**src/rtl/chan_pkg.sv**
```systemverilog
// Shared types and constants for the noisy-channel error injector.
package chan_pkg;

  typedef enum logic [1:0] {
    MODE_CLEAN    = 2'd0,
    MODE_RANDOM   = 2'd1,
    MODE_BURST    = 2'd2,
    MODE_PERIODIC = 2'd3
  } chan_mode_e;

  typedef enum logic {
    ST_IDLE  = 1'b0,
    ST_BURST = 1'b1
  } burst_state_e;

  // Right-shift Galois tap masks for maximal-length sequences.
  localparam logic [15:0] LFSR_TAPS_16 = 16'hB400;
  localparam logic [23:0] LFSR_TAPS_24 = 24'hE1_0000;
  localparam logic [31:0] LFSR_TAPS_32 = 32'h8020_0003;

  localparam logic [31:0] SAT_MAX = 32'hFFFF_FFFF;

  function automatic logic [31:0] lfsr_taps(input int unsigned w);
    case (w)
      16:      return 32'(LFSR_TAPS_16);
      24:      return 32'(LFSR_TAPS_24);
      default: return LFSR_TAPS_32;
    endcase
  endfunction

  function automatic logic [31:0] sat_add(input logic [31:0] a, input logic [31:0] b);
    return (a > (SAT_MAX - b)) ? SAT_MAX : (a + b);
  endfunction

endpackage

```
**src/rtl/chan_lfsr.sv**
```systemverilog
// Galois LFSR PRNG; advances one step on each cycle with adv=1.
module chan_lfsr
  import chan_pkg::*;
#(
  parameter int unsigned          LFSR_W = 16,
  parameter logic [LFSR_W-1:0]    SEED   = LFSR_W'(16'hACE1)
) (
  input  logic              clk,
  input  logic              rst,
  input  logic              adv,
  output logic [LFSR_W-1:0] q
);

  localparam logic [LFSR_W-1:0] TAPS = LFSR_W'(lfsr_taps(LFSR_W));

  always_ff @(posedge clk) begin
    if (rst) begin
      q <= SEED;
    end else if (adv) begin
      q <= {1'b0, q[LFSR_W-1:1]} ^ (q[0] ? TAPS : '0);
    end
  end

endmodule

```
**src/rtl/channel_err_inject.sv**
```systemverilog
// Configurable noisy-channel model: clean/random/burst/periodic bit flips on W-bit symbols.
// Statistics counters are built only when CHAN_STATS_EN is defined; otherwise tied to 0.
module channel_err_inject
  import chan_pkg::*;
#(
  parameter int unsigned       W      = 2,
  parameter int unsigned       LFSR_W = 16,
  parameter logic [LFSR_W-1:0] SEED   = LFSR_W'(16'hACE1),
  parameter int unsigned       BL_W   = 4,
  parameter int unsigned       PER_W  = 8,
  localparam int unsigned      SEL_W  = $clog2(W)
) (
  input  logic             clk,
  input  logic             rst,
  input  logic             valid_i,
  input  logic [W-1:0]     sym_i,
  input  logic [1:0]       mode_i,
  input  logic [7:0]       thresh_i,
  input  logic [BL_W-1:0]  burst_len_i,
  input  logic [PER_W-1:0] period_i,
  input  logic [SEL_W-1:0] bit_sel_i,
  input  logic             rand_bit_i,
  output logic             valid_o,
  output logic [W-1:0]     sym_o,
  output logic [W-1:0]     err_mask_o,
  output logic [31:0]      err_sym_cnt_o,
  output logic [31:0]      err_bit_cnt_o,
  output logic [31:0]      sym_cnt_o
);

  logic [LFSR_W-1:0] lfsr_q;
  logic              unused_lfsr;
  chan_mode_e        mode, mode_q;
  burst_state_e      state_q, state_d;
  logic [BL_W-1:0]   rem_q, rem_d;
  logic              start_c;
  logic [SEL_W-1:0]  burst_bit_q;
  logic              burst_rand_q;
  logic [PER_W-1:0]  per_cnt_q, per_eff, per_last;
  logic              per_hit;
  logic              trig;
  logic [SEL_W-1:0]  rnd_idx, sel_idx, cur_idx;
  logic [W-1:0]      mask_c;

  chan_lfsr #(.LFSR_W(LFSR_W), .SEED(SEED)) u_lfsr (
    .clk (clk),
    .rst (rst),
    .adv (valid_i),
    .q   (lfsr_q)
  );

  assign unused_lfsr = ^lfsr_q;
  assign mode    = chan_mode_e'(mode_i);
  assign trig    = (lfsr_q[7:0] < thresh_i);
  assign rnd_idx = SEL_W'(32'(lfsr_q[SEL_W-1:0]) % W);
  assign sel_idx = SEL_W'(32'(bit_sel_i) % W);
  assign cur_idx = rand_bit_i ? rnd_idx : sel_idx;

  // Period counter restarts whenever the previous valid symbol was in another mode.
  assign per_eff  = (mode_q == MODE_PERIODIC) ? per_cnt_q : '0;
  assign per_last = period_i - PER_W'(1);
  assign per_hit  = (period_i <= PER_W'(1)) || (per_eff == per_last);

  always_ff @(posedge clk) begin
    if (rst) begin
      state_q <= ST_IDLE;
      rem_q   <= '0;
    end else begin
      state_q <= state_d;
      rem_q   <= rem_d;
    end
  end

  always_comb begin
    state_d = state_q;
    rem_d   = rem_q;
    start_c = 1'b0;
    if (valid_i) begin
      if (mode != MODE_BURST) begin
        state_d = ST_IDLE;
        rem_d   = '0;
      end else begin
        case (state_q)
          ST_IDLE: begin
            if (trig && (burst_len_i != '0)) begin
              start_c = 1'b1;
              rem_d   = burst_len_i - BL_W'(1);
              state_d = (burst_len_i != BL_W'(1)) ? ST_BURST : ST_IDLE;
            end
          end
          ST_BURST: begin
            rem_d = rem_q - BL_W'(1);
            if (rem_q == BL_W'(1)) state_d = ST_IDLE;
          end
          default: state_d = ST_IDLE;
        endcase
      end
    end
  end

  always_comb begin
    mask_c = '0;
    case (mode)
      MODE_RANDOM:   if (trig) mask_c = W'(1) << cur_idx;
      MODE_PERIODIC: if (per_hit) mask_c = W'(1) << cur_idx;
      MODE_BURST: begin
        if (state_q == ST_BURST)
          mask_c = W'(1) << (burst_rand_q ? rnd_idx : burst_bit_q);
        else if (trig && (burst_len_i != '0))
          mask_c = W'(1) << cur_idx;
      end
      default: mask_c = '0;
    endcase
  end

  always_ff @(posedge clk) begin
    if (rst) begin
      valid_o      <= 1'b0;
      sym_o        <= '0;
      err_mask_o   <= '0;
      mode_q       <= MODE_CLEAN;
      per_cnt_q    <= '0;
      burst_bit_q  <= '0;
      burst_rand_q <= 1'b0;
    end else begin
      valid_o <= valid_i;
      if (valid_i) begin
        sym_o      <= sym_i ^ mask_c;
        err_mask_o <= mask_c;
        mode_q     <= mode;
        if (mode == MODE_PERIODIC) per_cnt_q <= per_hit ? '0 : (per_eff + PER_W'(1));
        if (start_c) begin
          burst_bit_q  <= sel_idx;
          burst_rand_q <= rand_bit_i;
        end
      end
    end
  end

`ifdef CHAN_STATS_EN
  logic [31:0] err_sym_q, err_bit_q, sym_q;

  always_ff @(posedge clk) begin
    if (rst) begin
      err_sym_q <= '0;
      err_bit_q <= '0;
      sym_q     <= '0;
    end else if (valid_i) begin
      sym_q     <= sat_add(sym_q, 32'd1);
      err_sym_q <= sat_add(err_sym_q, 32'(mask_c != '0));
      err_bit_q <= sat_add(err_bit_q, 32'($countones(mask_c)));
    end
  end

  assign err_sym_cnt_o = err_sym_q;
  assign err_bit_cnt_o = err_bit_q;
  assign sym_cnt_o     = sym_q;
`else
  assign err_sym_cnt_o = '0;
  assign err_bit_cnt_o = '0;
  assign sym_cnt_o     = '0;
`endif

endmodule

```
**config.mk**
```make
export PLATFORM = sky130hd
export DESIGN_NAME = channel_err_inject
export DESIGN_NICKNAME = d
export VERILOG_FILES = /design/src/rtl/chan_pkg.sv /design/src/rtl/chan_lfsr.sv /design/src/rtl/channel_err_inject.sv
export SDC_FILE = /design/constraint.sdc
export NUM_CORES = 1
export LEC_CHECK = 0
export ABC_AREA = 0
export CORE_MARGIN = 2
export CORE_UTILIZATION = 30
export DETAILED_ROUTE_END_ITERATION = 16
export GPL_ROUTABILITY_DRIVEN = 0
export SLEW_MARGIN = 10
export SYNTH_ARGS = -nofsm -noshare
export SYNTH_HDL_FRONTEND = slang
export SYNTH_SLANG_ARGS = --single-unit
```
**constraint.sdc**
```tcl
create_clock -name clk -period 2.2 [get_ports clk]
set_input_delay 0.44 -clock clk [delete_from_list [all_inputs] [get_ports clk]]
set_output_delay 0.44 -clock clk [all_outputs]
set_load 0.01 [all_outputs]
```
==> metrics, run 1 <==
clk buf depth 2; Final Max Slew Viols 0; GRT Residual Overflow 0; Startpoint Class input port; DR iter-0 viols 94; worst hold path type flop to flop; largest family of logic cells by synthesized area buffers and inverters; Setup Viol. Count Final 0; Synth area leader dfxtp_1; Placed Instances 609; Max IR drop VDD 0.187 mV; r2r setup slk 0.10 ns; Pwr Density 439 nW/um^2; WL final 7110 um; Tcrit/Tclk final 96.7%; Die X 109 um; # rows 38; critical path's largest stage delay 0.27 ns; Via density 4.40; Max Clk Rate 470 MHz; Final Skew 0.00855 ns; clk sinks 38; synth warn 0; final critical-path required period 2.13 ns; Ports 130; reg2reg start u_lfsr.q[1]; Synth Instances 407; CP arrival 2.31 ns; Tot GR Track Use 11.9%; Critical Path RT 2.38 ns; critical-path cell list buf_4, inv_2, ha_4, xor2_1, a31o_2, a32oi_2, a2111oi_4, and2_4, buf_4, a21o_2, a211o_1; area of the mapped netlist 3320 um^2; DRC Markers 0; Buf/Inv on CP 3; top-area cell type share of the netlist area 22.9%; CTS tree done; Clock Tree Root clkbuf_8; # diodes 0; CP most frequent cell buf_4; port bufs 33; share of cells above drive strength 1 23.5%; clock buffers created by TritonCTS 5; Post-Syn Area per Cell 8.17 um^2; Min-Delay Endpoint u_lfsr.q[10]; top-count cell post-synth buf_4; vias in the first global route 2,547; Initial Utilization 30.7%; Compound-Gate Fraction of Synth Area 15.7%; P&R area growth vs syn 20.5%; Die Footprint 11,900 um^2; P_leak 1.81 nW; Vias 2,732; synthesized flop and latch total 38; Yosys cell types 56; Final ANT Viol Nets 0; Fillers 1,117; post-DR wirelength/cell 11.4 um; Synth Area in Adders 5.27%; main area contributors after synthesis dfxtp_1 (23%), buf_4 (22%), ha_1 (5.3%), mux2i_1 (4.5%), nor2_1 (3.8%); startpoint of the worst hold path u_lfsr.q[10]; fraction of registers with async set/reset 0%; Clock Latency Late Sink 0.29 ns; CP Class input port to flop; DIE HEIGHT 109 um; Post-Synth XOR/XNOR Area 4.22%; H-tree lvl count 2; largest net degree at the start of global routing 25; final hold vios 0; status finished clean; hold path depth 1; Post-Layout Inst Area 4010 um^2; DP Area 3680 um^2; DRT Pass-1 Iters 4; initial antenna violation count 0; # hold bufs at CTS 0; global-route wire length before repair 11,400 um; Worst path slowest cell a211o_1; Max-Cap Viols 0; Commonest cells post-synth buf_4 (97), dfxtp_1 (38), nor2_1 (34); layout net count 523; core footprint 10,800 um^2; multiplexer share of the synthesized area 4.86%; RR Endpoint sym_o[0]; Max FO, Critical Path 5; Crit path max-delay family compound AO/OA/AOI/OAI gates; Clock transition at path regs 0.07 ns; Crit. End Element flop; post-synthesis simple-gate area fraction 18.7%; Worst Reg2Reg Path Length in Cells 9; number of synthesized flops with an enable pin 0; DP HPWL 5340 um; Finished Layout Cells 621; sequential area share after synthesis 22.9%; ys flop type dfxtp_1
## worst max path at each step
stage                           start  cells after the start        to  slack, ns
after global placement    period_i[0]                     10  sym_o[0]      -0.66
final                     period_i[0]                     11  sym_o[0]       0.07
after floorplan           period_i[2]                      7  sym_o[0]      -0.05
after detailed placement  period_i[0]                     10  sym_o[0]      -0.70
after global routing      u_lfsr.q[1]                      9  sym_o[0]     -0.004
after CTS                 period_i[2]                      8  sym_o[0]       0.01
## state kept, by name, indices dropped and copies added (netlist names)
register and cells:
burst_bit_q 1, burst_rand_q 1, err_mask_o 2, mode_q 2, per_cnt_q 8, rem_q 4, state_q 1, sym_o 2
u_lfsr.q 16, valid_o 1
## routing by layer
layer / share of wire, % / track usage [%] / up-vias
li1: - / - / 1366
met3: 6.2 / 2.75 / 9
met4: 1.6 / 3.98 / 0
met1: 42 / 13.9 / 1261
met5: 0 / 0 / -
met2: 51 / 21.2 / 96
## cells by family (layout without fill, tap and decap cells)
group,count (synthesis),count (layout)
xor+xnor,16,16
fa+ha+maj,14,14
other cells,1,96
compound gates,71,71
flops,38,38
simple gates,120,120
mux,16,16
buf+inv,131,110
## power breakdown
part	total, mW	internal (mW)	switching (mW)
clock network	0.512	0.252	0.260
registers	0.750	0.722	0.0278
logic	0.498	0.225	0.273
total	1.76	1.20	0.561
## worst reg2reg max path: cells and delay by family (launching register included)
| kind | cells | cell delay (ns) |
|---|---|---|
| compound gates | 6 | 1.06 |
| flops | 1 | 0.34 |
| fa+ha+maj | 1 | 0.26 |
| buf+inv | 2 | 0.34 |
## cell usage in the layout, fill, tap and decap left out, types with 3 or more instances in the layout
cell,synthesis,routed
a211o_1,11,11
a211oi_1,7,6
a21oi_1,13,12
a22oi_1,5,5
and3_1,5,4
buf_4,97,52
buf_6,2,4
clkbuf_8,4,6
clkdlybuf4s50_1,0,17
conb_1,1,96
dfxtp_1,38,35
dfxtp_2,0,3
dlygate4sd2_1,0,7
dlymetal6s2s_1,0,4
ha_1,14,10
ha_4,0,4
inv_1,14,9
inv_2,0,5
mux2i_1,15,15
nand2_1,17,17
nand2b_1,3,3
nand3_1,14,12
nand4_1,8,8
nor2_1,34,34
nor2b_1,10,10
nor3_1,12,8
nor3_2,0,4
o211ai_1,4,4
o21ai_0,10,7
xnor2_1,8,6
xor2_1,8,7
## per-stage QoR
| stage | TNS, ns | utilization [%] | power, mW | setup WS, ns | hold slack (ns) |
|---|---|---|---|---|---|
| 6_report | 0 | 36.9 | 1.76 | 0.0717 | 0.469 |
| 5_1_grt | -0.00383 | 36.9 | 1.87 | -0.00383 | 0.501 |
| 4_1_cts | 0 | 36.0 | 1.75 | 0.0118 | 0.473 |
| 3_5_place_dp | -10.76 | 33.9 | 1.21 | -0.698 | 0.455 |
| 3_3_place_gp | -10.11 | 33.9 | 1.20 | -0.656 | 0.446 |
| 2_1_floorplan | -0.168 | - | 1.17 | -0.0524 | 0.438 |
## final cells by class
| class | instances | area, um^2 | area share (%) |
|---|---|---|---|
| tap | 140 | 175 | 4.37 |
| inverter | 15 | 56.3 | 1.41 |
| clock buffer | 6 | 82.6 | 2.06 |
| clock inverter | 2 | 12.5 | 0.312 |
| sequential | 38 | 764 | 19.1 |
| timing repair buffer | 87 | 732 | 18.3 |
| multi-input combinational | 333 | 2180 | 54.5 |
## repair_timing
item                       in CTS  in global routing
gates resized for setup        49                 27
setup endpoints to repair      18                 16
pin swaps                      25                 20
setup buffers                   2                  2
(Power assumes the default switching activity.)
==> run 2, diff against run 1 <==
--- a/config.mk
+++ b/config.mk
@@ -6,6 +6,7 @@
 export NUM_CORES = 1
 export LEC_CHECK = 0
 export ABC_AREA = 0
+export CAP_MARGIN = 5
 export CORE_MARGIN = 2
 export CORE_UTILIZATION = 30
 export DETAILED_ROUTE_END_ITERATION = 16
@@ -13,4 +14,5 @@
 export SLEW_MARGIN = 10
 export SYNTH_ARGS = -nofsm -noshare
 export SYNTH_HDL_FRONTEND = slang
+export SYNTH_HIERARCHICAL = 1
 export SYNTH_SLANG_ARGS = --single-unit
==> run 2 against run 1 <==
Net effect: synthesized area down 1.5%; die area down 1.4%; wire length up 3.0%; first-iteration DRC count up 50%; global-route usage up 0.72 points; critical path type unchanged; critical endpoint is now err_mask_o[0].
==> metrics, run 2 <==
clk buf depth 2; GRT Residual Overflow 0; P_leak 1.85 nW; CTS tree done; Critical Path RT 2.40 ns; post-DR wirelength/cell 11.7 um; top-area cell type share of the netlist area 23.2%; DRC Markers 0; Commonest cells post-synth buf_4 (96), dfxtp_1 (38), nor2_1 (27); clock buffers created by TritonCTS 5; Crit. End Element flop; Max-Cap Viols 0; top-count cell post-synth buf_4; Die Footprint 11,800 um^2; Startpoint Class input port; Reg with most FFs u_lfsr/q; final hold vios 0; sequential area share after synthesis 23.2%; # diodes 0; Post-Syn Area per Cell 8.11 um^2; commonest non-fill, non-tap cell in the layout conb_1; number of synthesized flops with an enable pin 0; layout net count 528; synthesized flop and latch total 38; Final Max Slew Viols 0; Finished Layout Cells 626; DIE HEIGHT 108 um; share of cells above drive strength 1 25.1%; H-tree lvl count 2; largest net degree at the start of global routing 32; Synth area leader dfxtp_1; Max FO, Critical Path 4; critical path's largest stage delay 0.36 ns; clk sinks 38; main area contributors after synthesis dfxtp_1 (23%), buf_4 (22%), ha_1 (5.3%), mux2i_1 (4.0%), xnor2_1 (3.2%); largest registers u_lfsr/q (16), per_cnt_q (8), rem_q (4); DR iter-0 viols 141; Clock Tree Root clkbuf_8; final critical-path required period 2.17 ns; fraction of registers with async set/reset 0%; Via density 4.37; max FFs per register 16; vias in the first global route 2,656; CP most frequent cell a211oi_4; CP Class input port to flop; Die X 108 um; Max Clk Rate 461 MHz; Clock Latency Late Sink 0.29 ns; core footprint 10,700 um^2; Post-Layout Inst Area 4190 um^2; critical-path cell list dlygate4sd2_1, inv_2, ha_4, a211oi_4, o21ai_4, a211oi_4, a21oi_2, a221o_1, a311oi_1; Ports 130; Pwr Density 451 nW/um^2; Initial Utilization 30.5%; CP arrival 2.37 ns; area of the mapped netlist 3280 um^2; Placed Instances 608; Final Skew 0.00726 ns; Yosys cell types 62; Tot GR Track Use 12.6%; Synth Instances 404; Tcrit/Tclk final 98.6%; WL final 7320 um; Worst path slowest cell a221o_1; synth warn 6; Final ANT Viol Nets 0; Max IR drop VDD 0.264 mV; RSZ-0062 raised after global routing true; worst hold path type flop to flop; P&R area growth vs syn 28.0%; port bufs 33; DP Area 3720 um^2; ys flop type dfxtp_1; status finished clean; Vias 2,734; initial antenna violation count 0; global-route wire length before repair 12,000 um; Setup Viol. Count Final 0; # rows 38; DP HPWL 5390 um; overall power 1.89 mW; DRT Pass-1 Iters 4; Clock transition at path regs 0.08 ns; commonest non-fill, non-tap cells in the layout conb_1 (96), buf_4 (49), dfxtp_1 (34), nor2_1 (27), nand2_1 (24)
run 2: stage by stage:
stage          util, %  setup TNS, ns  hold slack [ns]  setup WS, ns
2_1_floorplan        -              0            0.438       0.00352
3_3_place_gp      34.7          -9.37            0.447        -0.604
3_5_place_dp      34.7         -10.20            0.461        -0.665
4_1_cts           38.0              0            0.480      0.000228
5_1_grt           39.0        -0.0656            0.504       -0.0355
6_report          39.0              0            0.475        0.0312
run 2: critical path, delay by kind of cell:
kind	cells	cell delay, ns
buffers and inverters	2	0.30
adders and majority gates	1	0.20
AOI/OAI and AO/OA	6	1.41
run 2: timing repair:
item                                    4_1_cts  5_1_grt
hold buffers                                  0        0
gates resized for setup                      63       24
endpoints found under the setup margin       19       13
buffers inserted                              7        4
pin swaps                                    30       16
run 2: path summary, 6_finish.rpt:
check | cells past startpoint | endpoint | slack (ns) | startpoint
min reg2reg | 1 | u_lfsr/q[11] | 0.48 | u_lfsr/q[12]
min | 1 | u_lfsr/q[11] | 0.48 | u_lfsr/q[12]
max reg2reg | 7 | err_mask_o[0] | 0.05 | u_lfsr/q[3]
max | 9 | err_mask_o[0] | 0.03 | thresh_i[3]
run 2: kinds of logic after synthesis:
family	after synthesis	synth area share [%]
AND/OR/NAND/NOR	122	20.2
adder cells (fa/ha/maj)	14	5.35
XOR/XNOR	21	6.04
AO/OA/AOI/OAI	64	13.7
flip-flops	38	23.2
other	1	0.114
multiplexers	15	4.66
buffers and inverters	129	26.7
run 2: where the power goes:
part	switching, mW	internal, mW
registers	0.0283	0.722
logic	0.294	0.264
clock network	0.243	0.338
run 2: final cells by class:
class                   count  area, um^2
inverters                  17        68.8
fillers                  1092        6550
flip-flops and latches     38         771
multi-input cells         332        2250
clock buffers               6        72.6
clock inverters             2        37.5
well taps                 140         175
repair buffers             91         815
run 2: routing by layer:
| layer | vias to the layer above | wire length [um] | GRT usage, % |
|---|---|---|---|
| met2 | 83 | 3730 | 23.0 |
| met4 | 0 | 102 | 3.66 |
| met1 | 1283 | 3190 | 15.2 |
| li1 | 1359 | - | - |
| met5 | - | 0 | 0 |
| met3 | 9 | 300 | 1.75 |
==> RTL edit: new RTL, config.mk and constraints of run 1 <==
Register the inputs `sym_i`, `mode_i`, `thresh_i`, `period_i`, `bit_sel_i` and `rand_bit_i` before use, without a reset. The logic sees them one clock later. The other inputs are not delayed to match.
--- a/src/rtl/channel_err_inject.sv
+++ b/src/rtl/channel_err_inject.sv
@@ -28,6 +28,22 @@
   output logic [31:0]      sym_cnt_o
 );
 
+  logic [W-1:0] sym_r;
+  logic [1:0] mode_r;
+  logic [7:0] thresh_q;
+  logic [PER_W-1:0] period_q;
+  logic [SEL_W-1:0] bit_sel_q;
+  logic rand_bit_q;
+
+  always_ff @(posedge clk) begin
+    sym_r      <= sym_i;
+    mode_r     <= mode_i;
+    thresh_q   <= thresh_i;
+    period_q   <= period_i;
+    bit_sel_q  <= bit_sel_i;
+    rand_bit_q <= rand_bit_i;
+  end
+
   logic [LFSR_W-1:0] lfsr_q;
   logic              unused_lfsr;
   chan_mode_e        mode, mode_q;
@@ -50,16 +66,16 @@
   );
 
   assign unused_lfsr = ^lfsr_q;
-  assign mode    = chan_mode_e'(mode_i);
-  assign trig    = (lfsr_q[7:0] < thresh_i);
+  assign mode    = chan_mode_e'(mode_r);
+  assign trig    = (lfsr_q[7:0] < thresh_q);
   assign rnd_idx = SEL_W'(32'(lfsr_q[SEL_W-1:0]) % W);
-  assign sel_idx = SEL_W'(32'(bit_sel_i) % W);
-  assign cur_idx = rand_bit_i ? rnd_idx : sel_idx;
+  assign sel_idx = SEL_W'(32'(bit_sel_q) % W);
+  assign cur_idx = rand_bit_q ? rnd_idx : sel_idx;
 
   // Period counter restarts whenever the previous valid symbol was in another mode.
   assign per_eff  = (mode_q == MODE_PERIODIC) ? per_cnt_q : '0;
-  assign per_last = period_i - PER_W'(1);
-  assign per_hit  = (period_i <= PER_W'(1)) || (per_eff == per_last);
+  assign per_last = period_q - PER_W'(1);
+  assign per_hit  = (period_q <= PER_W'(1)) || (per_eff == per_last);
 
   always_ff @(posedge clk) begin
     if (rst) begin
@@ -125,13 +141,13 @@
     end else begin
       valid_o <= valid_i;
       if (valid_i) begin
-        sym_o      <= sym_i ^ mask_c;
+        sym_o      <= sym_r ^ mask_c;
         err_mask_o <= mask_c;
         mode_q     <= mode;
         if (mode == MODE_PERIODIC) per_cnt_q <= per_hit ? '0 : (per_eff + PER_W'(1));
         if (start_c) begin
           burst_bit_q  <= sel_idx;
-          burst_rand_q <= rand_bit_i;
+          burst_rand_q <= rand_bit_q;
         end
       end
     end
Formal check against the unedited RTL: not equivalent (Yosys sat finds a counterexample within 4 cycles, from zero or initial values and one cycle with rst high).
==> RTL edit against run 1 <==
The flow now finishes with violations (negative setup slack); sequential cell count increased by 22; global-route usage down 0.53 points; combinational power fell by 9.0%; worst setup slack got worse by 0.12 ns; total power is 77% higher; cell area rose by 14%; count of clock-buffer cells in the layout increased by 4; sequential power is 59% higher; largest cell class unchanged; final cell count up 7.9%; hold slack worse by 0.0017 ns; routed wire length increased by 3.9%; fmax shrank 5.4%; area after synthesis increased by 13%.
==> RTL edit: results (changes against run 1) <==
* Slowest-stage cell, CP: a2111o_1
* Final period util at 102.2% (+5.5 points)
* Top reg by flops: u_lfsr.q
* Grt met2 use at 19.34% (-1.8 points)
* Layout cells sized above 1 at 14.94% (-8.6 points)
* Synth Warn # at 0 (unchanged)
* CP arrival at 2.46 ns (+0.15 ns)
* Final setup vio count at 7 (+7)
* Violated checks: negative setup slack
* CP max stage delay at 0.41 ns (+0.14 ns)
* Gate Count Post-Synth at 438 (+7.6%)
* Netlist cell types at 56 (unchanged)
* Routing usage on met3 at 2.720% (-0.030 points)
* Placed Area at 4126 um^2 (+12%)
* Dpl hpwl at 5579 um (+4.5%)
* Global-route wire length before repair at 12080 um (+5.8%)
* Async SR Flop Fraction at 0% (unchanged)
* Max VDD drop at 0.0004959 V (+170%)
* Area contributors post-synth: dfxtp_1 32%, buf_4 19%, ha_1 4.7%
* DRT Pass-1 Iters at 4 (unchanged)
* Switching power at 0.7783 mW (+39%)
* Worst Clk Skew at 0.003194 ns (-0.005357 ns)
* Pre-CTS WS at -0.2367 ns (+0.4616 ns)
* Met2 Wirelength at 3602 um (+0.25%)
* Status: complete, but fails checks
* Clk root buf: clkbuf_16
* Final WL at 7382 um (+3.9%)
* Worst-path clk slew at 0.05 ns (-0.02 ns)
* Net Sw Frac at 24.94% (-6.9 points)
* Worst Setup Slack, final at -0.04944 ns (-0.1211 ns)
* H-tree lvl count at 3 (+1)
* P_seq at 1.19 mW (+59%)
* Max reg flops at 16 (unchanged)
* Largest net degree at the start of global routing at 45 (+80%)
* Via count at 2922 (+7.0%)
* Starting DRC count in detailed routing at 186 (+98%)
* Post-Synth XOR/XNOR Area at 3.733% (-0.48 points)
* Wl on met1 at 3199 um (+8.0%)
* CP max FO at 3 (-2)
* Skew-Pair Late Insertion Delay at 0.32 ns (+0.03 ns)
* Post-synthesis mux area share at 4.867% (+0.012 points)
* P_leak at 1.982 nW (+9.5%)
* Post-Synth Adder-Cell Area at 4.667% (-0.60 points)
* Final cell count without fillers at 670 (+7.9%)
* Compound-Gate Fraction of Synth Area at 12.43% (-3.2 points)
* Combinational power share at 14.5% (-14 points)
* Cells after DPL at 653 (+7.2%)
* Seq/Total Area, Yosys at 32.00% (+9.1 points)
* Commonest cells in the netlist: 96 x buf_4, 60 x dfxtp_1, 37 x nor2_1, 18 x inv_1, 17 x nand2_1
* Worst r2r path cells at 8 (-1)
* Fin nets at 540 (+3.3%)
* Total GRT Usage at 11.33% (-0.53 points)
* Met3 WL post-DR at 528 um (+20%)
* Hold path cells at 1 (unchanged)
* Met1 usage at 13.83% (-0.049 points)
* Hold WC Path Type: reg2reg
* Number of global-route vias before repair at 2665 (+4.6%)
* CTS Buf Count at 9 (+4)
* Setup TNS at -0.1483 ns (-0.1483 ns)
[RTL edit: changes by cell type after synthesis, sizes merged, moves of 4 or more]
cell   before  now
dfxtp      38   60
nor4        1    7
o21ai      10    5
inv        14   18
nand3      14   10
or3         0    4
[RTL edit: path summary, 6_finish.rpt]
check,slack [ns],from,end
worst min register to register,0.47,u_lfsr.q[10],u_lfsr.q[10]
worst min-delay path,0.47,u_lfsr.q[10],u_lfsr.q[10]
worst max-delay path,-0.05,period_q[4],sym_o[0]
worst max register to register,-0.05,period_q[4],sym_o[0]
[RTL edit: cell families (layout without fill, tap and decap cells)]
| logic type | count (synthesis) | after routing |
|---|---|---|
| buffers and inverters | 132 | 101 |
| xor gates and xnor gates | 16 | 16 |
| and+or+nand+nor | 132 | 132 |
| DFF | 60 | 60 |
| AOI/OAI and AO/OA | 65 | 65 |
| adders and majority gates | 14 | 14 |
| muxes | 18 | 18 |
| other | 1 | 96 |
[RTL edit: what timing repair did]
| action | 4_1_cts | 5_1_grt |
|---|---|---|
| endpoints found under the setup margin | 12 | 15 |
| resized for setup | 8 | 9 |
| buffers inserted | 1 | 0 |
| pin swaps | 10 | 3 |
[RTL edit: area by class of cell]
class / instances / area [um^2]
flip-flops and latches: 60 / 1205
repair buffers: 66 / 606.8
fillers: 1224 / 7560
clock inverters: 6 / 88.84
well taps: 168 / 210.2
clock buffers: 10 / 229.0
multi-input cells: 341 / 2141
inverters: 19 / 71.32
[RTL edit: worst max-delay path, delay by kind of cell, from the launching register on]
family	cells	cell delay, ns
AND/OR/NAND/NOR	4	0.98
flip-flops	1	0.32
AO/OA/AOI/OAI	2	0.53
buffers and inverters	1	0.13
multiplexers	1	0.18
